===== src/rtl/nested_loop_counter.sv =====
// Multi-level nested loop counter: per-level index plus accumulated linear address for PE address generation.
// Latency: start sampled in IDLE gives the first live iteration the next cycle; one iteration per cycle after that.
// Backpressure: stall holds index/addr/valid; an iteration advances only when valid=1 and stall=0 at posedge.
//
// Ports:
//   clk, rst                  clock; synchronous active-low reset
//   cfg_we/cfg_level/cfg_bound/cfg_stride   per-level bound and stride write (IDLE only)
//   start, stall              sweep launch (IDLE only); consumer back-pressure
//   busy, valid, index, addr  sweep status and current iteration
//   done                      one-cycle pulse after the final iteration is accepted
//   last                      per-level "at final value" flags
// Build option: define LOOP_LAST_FLAGS_EN to drive last[]; otherwise last is tied to 0.
module nested_loop_counter #(
    parameter int DATA_WIDTH = 8,
    parameter int NUM_LEVELS = 3,
    parameter int ADDR_WIDTH = 16,
    localparam int LVL_W = (NUM_LEVELS > 1) ? $clog2(NUM_LEVELS) : 1
) (
    input  logic                             clk,
    input  logic                             rst,
    input  logic                             cfg_we,
    input  logic [LVL_W-1:0]                 cfg_level,
    input  logic [DATA_WIDTH-1:0]            cfg_bound,
    input  logic [DATA_WIDTH-1:0]            cfg_stride,
    input  logic                             start,
    input  logic                             stall,
    output logic                             busy,
    output logic                             valid,
    output logic [NUM_LEVELS*DATA_WIDTH-1:0] index,
    output logic [ADDR_WIDTH-1:0]            addr,
    output logic                             done,
    output logic [NUM_LEVELS-1:0]            last
);

    typedef enum logic {
        IDLE = 1'b0,
        RUN  = 1'b1
    } state_t;

    state_t state, state_nxt;

    logic [DATA_WIDTH-1:0] bound_q  [NUM_LEVELS];
    logic [DATA_WIDTH-1:0] stride_q [NUM_LEVELS];
    logic [DATA_WIDTH-1:0] idx_q    [NUM_LEVELS];
    logic [ADDR_WIDTH-1:0] off_q    [NUM_LEVELS];
    logic [DATA_WIDTH-1:0] fin_val  [NUM_LEVELS];

    logic [NUM_LEVELS-1:0] at_final;
    logic [NUM_LEVELS-1:0] step;
    logic                  carry;
    logic                  all_final;
    logic                  run;
    logic                  accept;
    logic                  last_accept;
    logic                  done_q;
    logic [ADDR_WIDTH-1:0] addr_sum;

    assign run         = (state == RUN);
    assign accept      = run & ~stall;
    assign last_accept = accept & all_final;

    // A programmed bound of 0 behaves as 1, so its final index is 0 either way.
    always_comb begin
        for (int k = 0; k < NUM_LEVELS; k++) begin
            fin_val[k]  = (bound_q[k] == '0) ? '0 : bound_q[k] - 1'b1;
            at_final[k] = (idx_q[k] == fin_val[k]);
        end
    end

    // Ripple carry: a level steps when every inner level is at its final value.
    always_comb begin
        carry = 1'b1;
        step  = '0;
        for (int k = 0; k < NUM_LEVELS; k++) begin
            step[k] = carry;
            carry   = carry & at_final[k];
        end
        all_final = carry;
    end

    always_comb begin
        addr_sum = '0;
        for (int k = 0; k < NUM_LEVELS; k++) begin
            addr_sum = addr_sum + off_q[k];
        end
    end

    always_comb begin
        index = '0;
        if (run) begin
            for (int k = 0; k < NUM_LEVELS; k++) begin
                index[k*DATA_WIDTH +: DATA_WIDTH] = idx_q[k];
            end
        end
    end

    always_comb begin
        state_nxt = state;
        case (state)
            IDLE:    if (start) state_nxt = RUN;
            RUN:     if (last_accept) state_nxt = IDLE;
            default: state_nxt = IDLE;
        endcase
    end

    always_ff @(posedge clk) begin
        if (!rst) begin
            state  <= IDLE;
            done_q <= 1'b0;
            for (int k = 0; k < NUM_LEVELS; k++) begin
                bound_q[k]  <= DATA_WIDTH'(1);
                stride_q[k] <= '0;
                idx_q[k]    <= '0;
                off_q[k]    <= '0;
            end
        end else begin
            state  <= state_nxt;
            done_q <= last_accept;
            if (state == IDLE) begin
                // Config write and sweep clear may share an edge; the sweep sees the new config.
                if (cfg_we && (int'(cfg_level) < NUM_LEVELS)) begin
                    bound_q[cfg_level]  <= cfg_bound;
                    stride_q[cfg_level] <= cfg_stride;
                end
                if (start) begin
                    for (int k = 0; k < NUM_LEVELS; k++) begin
                        idx_q[k] <= '0;
                        off_q[k] <= '0;
                    end
                end
            end else if (accept) begin
                // On the final iteration every level wraps, leaving all counters clear for IDLE.
                for (int k = 0; k < NUM_LEVELS; k++) begin
                    if (step[k]) begin
                        if (at_final[k]) begin
                            idx_q[k] <= '0;
                            off_q[k] <= '0;
                        end else begin
                            idx_q[k] <= idx_q[k] + 1'b1;
                            off_q[k] <= off_q[k] + ADDR_WIDTH'(stride_q[k]);
                        end
                    end
                end
            end
        end
    end

    assign valid = run;
    assign busy  = run;
    assign addr  = run ? addr_sum : '0;
    assign done  = done_q;

`ifdef LOOP_LAST_FLAGS_EN
    assign last = run ? at_final : '0;
`else
    assign last = '0;
`endif

endmodule


===== config.mk =====
export PLATFORM = sky130hd
export DESIGN_NAME = nested_loop_counter
export DESIGN_NICKNAME = d
export VERILOG_FILES = /design/src/rtl/nested_loop_counter.sv
export SDC_FILE = /design/constraint.sdc
export NUM_CORES = 1
export LEC_CHECK = 0
export ABC_AREA = 1
export BUFFER_PORTS_ARGS = -buffer_cell sky130_fd_sc_hd__clkbuf_2
export CORE_MARGIN = 1.5
export CORE_UTILIZATION = 61
export CTS_CLUSTER_DIAMETER = 40
export DETAILED_ROUTE_END_ITERATION = 7
export PLACE_DENSITY = 0.85
export REMOVE_ABC_BUFFERS = 1
export SLEW_MARGIN = 30
export SYNTH_ARGS = -nofsm -noshare
export SYNTH_HDL_FRONTEND = slang
export SYNTH_SLANG_ARGS = --single-unit
export TNS_END_PERCENT = 50

===== constraint.sdc =====
create_clock -name clk -period 3.5 [get_ports clk]
set_clock_uncertainty 0.05 [all_clocks]
set_input_delay 0.7 -clock clk [delete_from_list [all_inputs] [get_ports clk]]
set_output_delay 0.7 -clock clk [all_outputs]
set_load 0.02 [all_outputs]

### Word level (Yosys, flattened, before mapping)

Memory sizes are Yosys's and may differ from the RTL's.
Index checks and enable logic that the tools add are counted.

| word-level totals | value |
|---|---|
| memories kept | 4 |
| output and inout port bits | 46 |
| logic and storage cells | 125 |
| input bits | 23 |
| bits in writable memories | 120 |
| flip-flop bits (word level) | 2 |

| operators by class | value |
|---|---|
| add/subtract/negate cells | 11 |
| muxes and demuxes | 74 |
| reductions and logical operators | 6 |
| eq/ne operators | 3 |
| order comparisons | 1 |
| bitwise logic cells | 24 |

Memories:

| memory | words | bits a word | read ports | clocked after memory_dff | write ports | RTL line | text |
|---|---|---|---|---|---|---|---|
| off_q | 3 | 16 | 3 | 0 | 3 | 45 | `logic [ADDR_WIDTH-1:0] off_q [NUM_LEVELS];` |
| bound_q | 3 | 8 | 3 | 0 | 3 | 42 | `logic [DATA_WIDTH-1:0] bound_q [NUM_LEVELS];` |
| idx_q | 3 | 8 | 3 | 0 | 3 | 44 | `logic [DATA_WIDTH-1:0] idx_q [NUM_LEVELS];` |
| stride_q | 3 | 8 | 3 | 0 | 3 | 43 | `logic [DATA_WIDTH-1:0] stride_q [NUM_LEVELS];` |

Operators by type and width:

| operator | number |
|---|---|
| two-way mux 16 bit | 10 |
| two-way mux 8 bit | 14 |
| adder 16 x 8 -> 16 bit | 3 |
| two-way mux 1 bit | 46 |
| adder 16 bit | 2 |
| adder 8 x 1 -> 8 bit, second input constant | 3 |
| equality test 8 bit | 3 |
| zero test 8 bit | 3 |
| two-way mux 24 bit | 1 |
| subtractor 8 x 1 -> 8 bit, second input constant | 3 |
| OR 1 bit | 18 |
| OR reduction 8 bit | 2 |
| AND 1 bit | 4 |
| two-way mux 2 bit | 2 |
| less-than comparator 2 bit, second input constant | 1 |
| inverter 1 bit | 2 |
| one-hot mux 1 bit (2 select lines) | 1 |
| logical AND 1 bit | 1 |

### Depth between registers and ports, before layout

An unclocked memory read counts as a cell.

| depth | value |
|---|---|
| depth after elaboration | 12 |
| mapped depth | 19 |
| gate-level depth less buffers | 18 |

### Worst setup path before layout

Ideal clock, no wire load.

| timing path | value |
|---|---|
| path type | register to output |
| from | mem off_q[0][1] |
| to | out addr[13] |
| arrival | 2,583 ps |
| slack | 167 ps |
| stages on the path, launching flop included | 10 |
| cells stage by stage | edfxtp_1 > fa_1 > ha_1 > fa_1 > nand3_1 > nand2_1 > a21oi_1 > o21ai_0 > a21o_1 > a21oi_1 |

RTL lines:

| what | RTL line | text |
|---|---|---|
| from (decl) | 45 |  |
| to (decl) | 30 | `output logic [ADDR_WIDTH-1:0] addr,` |

==> results.py <==
metrics = {
    "run_status": {
        "violations": "setup timing",
        "outcome": "complete, but fails checks",
    },
    "detailed_routing": {
        "vias": 7323,
        "wl_mm": 20.8,
        "drc": 0,
        "drtIter0Drc": 638,
        "vias_per_cell": 5.55,
        "dr.pass1.iters": 5,
        "routedWlPerCell_um": 15.7,
        "ant_nets": 0,
    },
    "timing": {
        "drv_slew": 0,
        "finalCritPeriodShare_pct": 106,
        "relSlewSlack_pct": 46.9,
        "finalHoldViolations": 0,
        "finalSetupViolCount": 10,
        "fmax_mhz": 269,
        "setup_ws_ns": -0.219,
        "finalCriticalPeriod_ns": 3.72,
        "rsz0062_at_grt": "yes",
        "worst_slew_pin_slew_ns": 0.795,
    },
    "setup_path": {
        "reg2reg_depth": 19,
        "end_kind": "primary output",
        "critPathLaunchType": "register",
        "max_stage_delay_ns": 0.49,
        "cp.buffers_inverters": 1,
        "path_max_fanout": 3,
        "cp.depth": 11,
        "path_cells": "fa_1 > ha_2 > fa_2 > nand3_2 > nand2_4 > a21oi_4 > o21ai_4 > a21o_1 > o21ai_1 > a21oi_1 > buf_2",
        "path_class": "reg -> out",
        "arrival_ns": 2.97,
        "required_ns": 2.75,
        "critPathSlowestCell": "fa_1",
        "crit_family": "adder cells",
    },
    "clock_network": {
        "clk_pin_slew_ns": 0.06,
        "cts_buffer_depth": 2,
        "clock_sinks": 122,
        "numCtsBuffers": 17,
        "cts-root-buf": "clkbuf_16",
        "cts_tree": "built",
        "htreeDepth": 4,
        "clock_latency_ns": 0.43,
    },
    "floorplanning": {
        "die_width_um": 121,
        "ios": 69,
        "coreArea_sq_um": 13800,
        "floorplan.initialDensity_pct": 62.0,
        "die-area_sq_um": 14700,
        "die_h_um": 121,
        "rows": 43,
    },
    "yosys": {
        "synth_simple_gate_area_share_pct": 27.1,
        "ys_top_cells_by_area": "edfxtp_1 (42%), nand2_1 (10%), inv_1 (6.6%)",
        "synth_xor_area_share_pct": 4.10,
        "synth_cell_types": 41,
        "syn_area_sq_um": 8540,
        "ys_ff_latch": 122,
        "synth_top_area_share_pct": 42.2,
        "synth_edf_count": 120,
        "synth.avg_cell_area_sq_um": 8.24,
        "synth_top_family_by_area": "simple AND/OR/NAND/NOR gates",
        "synth_warnings": 0,
        "synth_ff_type": "edfxtp_1",
        "synthCells": 1036,
        "synthAdderAreaFrac_pct": 10.9,
        "synth_compound_area_share_pct": 6.70,
        "postSynth.asyncResetShare_pct": 0,
        "yosysTopAreaCell": "edfxtp_1",
        "ys_seq_area_share_pct": 42.7,
        "muxShareOfSynthArea_pct": 0,
    },
    "power_and_ir_drop": {
        "pwr-share-seq_pct": 40.1,
        "p_total_uw": 4460,
        "power_density_nw_per_um2": 448,
        "swShare_pct": 28.4,
        "pwr-share-comb_pct": 18.4,
        "leakage_uw": 0.00476,
        "switchingPower_uw": 1270,
        "vdd_drop_max_uv": 365,
        "p_int_uw": 3190,
        "clockPowerShare_pct": 41.5,
    },
    "finish": {
        "nets": 1213,
        "mostFrequentLayoutCell": "nand2_1",
        "final_cell_mix": "nand2_1 (225), inv_1 (151), nor2_1 (148), edfxtp_1 (120), nand3_1 (71)",
        "drive_gt1_share_pct": 16.2,
        "antenna_cells": 0,
        "final_util_pct": 72.1,
        "area_growth_pct": 16.4,
    },
    "global_route": {
        "grt_pass1_vias": 6731,
        "antenna_found_initial": 0,
        "grt_pass1_wl_mm": 33.1,
        "overflow": 0,
        "grt_usage_pct": 29.5,
        "grt_max_degree": 39,
    },
    "place": {
        "port_buffers": 65,
        "gp_congestion": 0.896,
        "hpwl_mm": 14.7,
    },
    "hold_path": {
        "hold_path.class": "in -> reg",
        "whs_path_depth": 3,
    },
    "flow_run": {
        "maxCapViolations": 0,
    },
}
## synth_stat cells, types with 3 or more instances
master,instances
nor3_1,17
buf_4,6
inv_1,151
nand3_1,74
a31oi_1,4
nor2_2,5
nor2_1,148
a21o_1,6
xor2_1,29
o21ai_0,26
or2_2,8
nand4_1,16
fa_1,19
edfxtp_1,120
nand2_2,4
clkbuf_1,6
o211ai_1,3
nor3b_1,6
a21oi_2,3
a21oi_1,59
inv_2,8
buf_2,5
nor2_4,10
ha_1,44
nand2_1,228
xnor2_1,11
## repair_timing
item                       in CTS  in global routing
setup buffers                   9                  0
gates resized for setup        32                 15
pin swaps                      10                  3
setup endpoints to repair      11                 11
hold buffers                    0                  0
## sequential cells by signal, summed over array words and instances, names as in the netlist
signal and cells:
idx_q 24, done 1, bound_q 24, stride_q 24, busy 1, off_q 48
## kinds of logic (layout without fill, tap and decap cells)
kind of cell | after synthesis | after routing
xor+xnor | 40 | 40
flops | 122 | 122
fa+ha+maj | 63 | 63
other cells | 1 | 3
compound gates | 105 | 105
simple gates | 525 | 525
buf+inv | 180 | 282
## final timing paths
| path | start | slack [ns] | endpoint |
|---|---|---|---|
| max reg2reg | bound_q[0][0]$_SDFFCE_PN1P_ | 0.37 | off_q[2][1]$_SDFFCE_PN0P_ |
| min reg2reg | busy$_SDFF_PN0_ | 0.58 | busy$_SDFF_PN0_ |
| min | start | 0.48 | busy$_SDFF_PN0_ |
| max | off_q[0][1]$_SDFFCE_PN0P_ | -0.22 | addr[13] |
## stage by stage
stage	hold slack [ns]	worst slack [ns]	std cells	TNS [ns]	area (sq um)
2_1_floorplan	0.540	0.167	1017	0	8420
5_1_grt	0.479	-0.336	1320	-2.18	9940
4_1_cts	0.474	-0.158	1320	-0.531	9890
3_5_place_dp	0.579	-0.0734	1279	-0.125	9100
6_report	0.478	-0.219	1320	-1.12	9940
3_3_place_gp	0.574	0.0336	1279	0	9100
## power by group through the flow
stage	registers [uW]	clock network, uW	logic (uW)
floorplan	1800	0	512
global placement	1810	0	699
detailed placement	1820	0	721
CTS	1790	1850	784
global route	1800	1920	905
finish	1790	1850	819
## area by class of cell
cell class                 instances  area (sq um)
multi-input combinational        736          4320
tap                              180           225
inverter                         159           597
clock inverter                    12           173
clock buffer                      20           437
sequential                       122          3640
fill                            1017          3840
timing repair buffer              91           543
## worst min-delay path, cell delays in order
cell	delay, ns
clkbuf_2	0.10
nand2_1	0.06
a21oi_1	0.05
## per-layer routing
metal,track usage [%],vias to the layer above,wire length (um)
met2,46.9,303,10000
met5,0,-,0
met3,6.30,55,1250
met4,14.3,0,765
li1,-,3557,-
met1,38.4,3408,8750
Note: power is estimated with default switching activity, not from simulation.
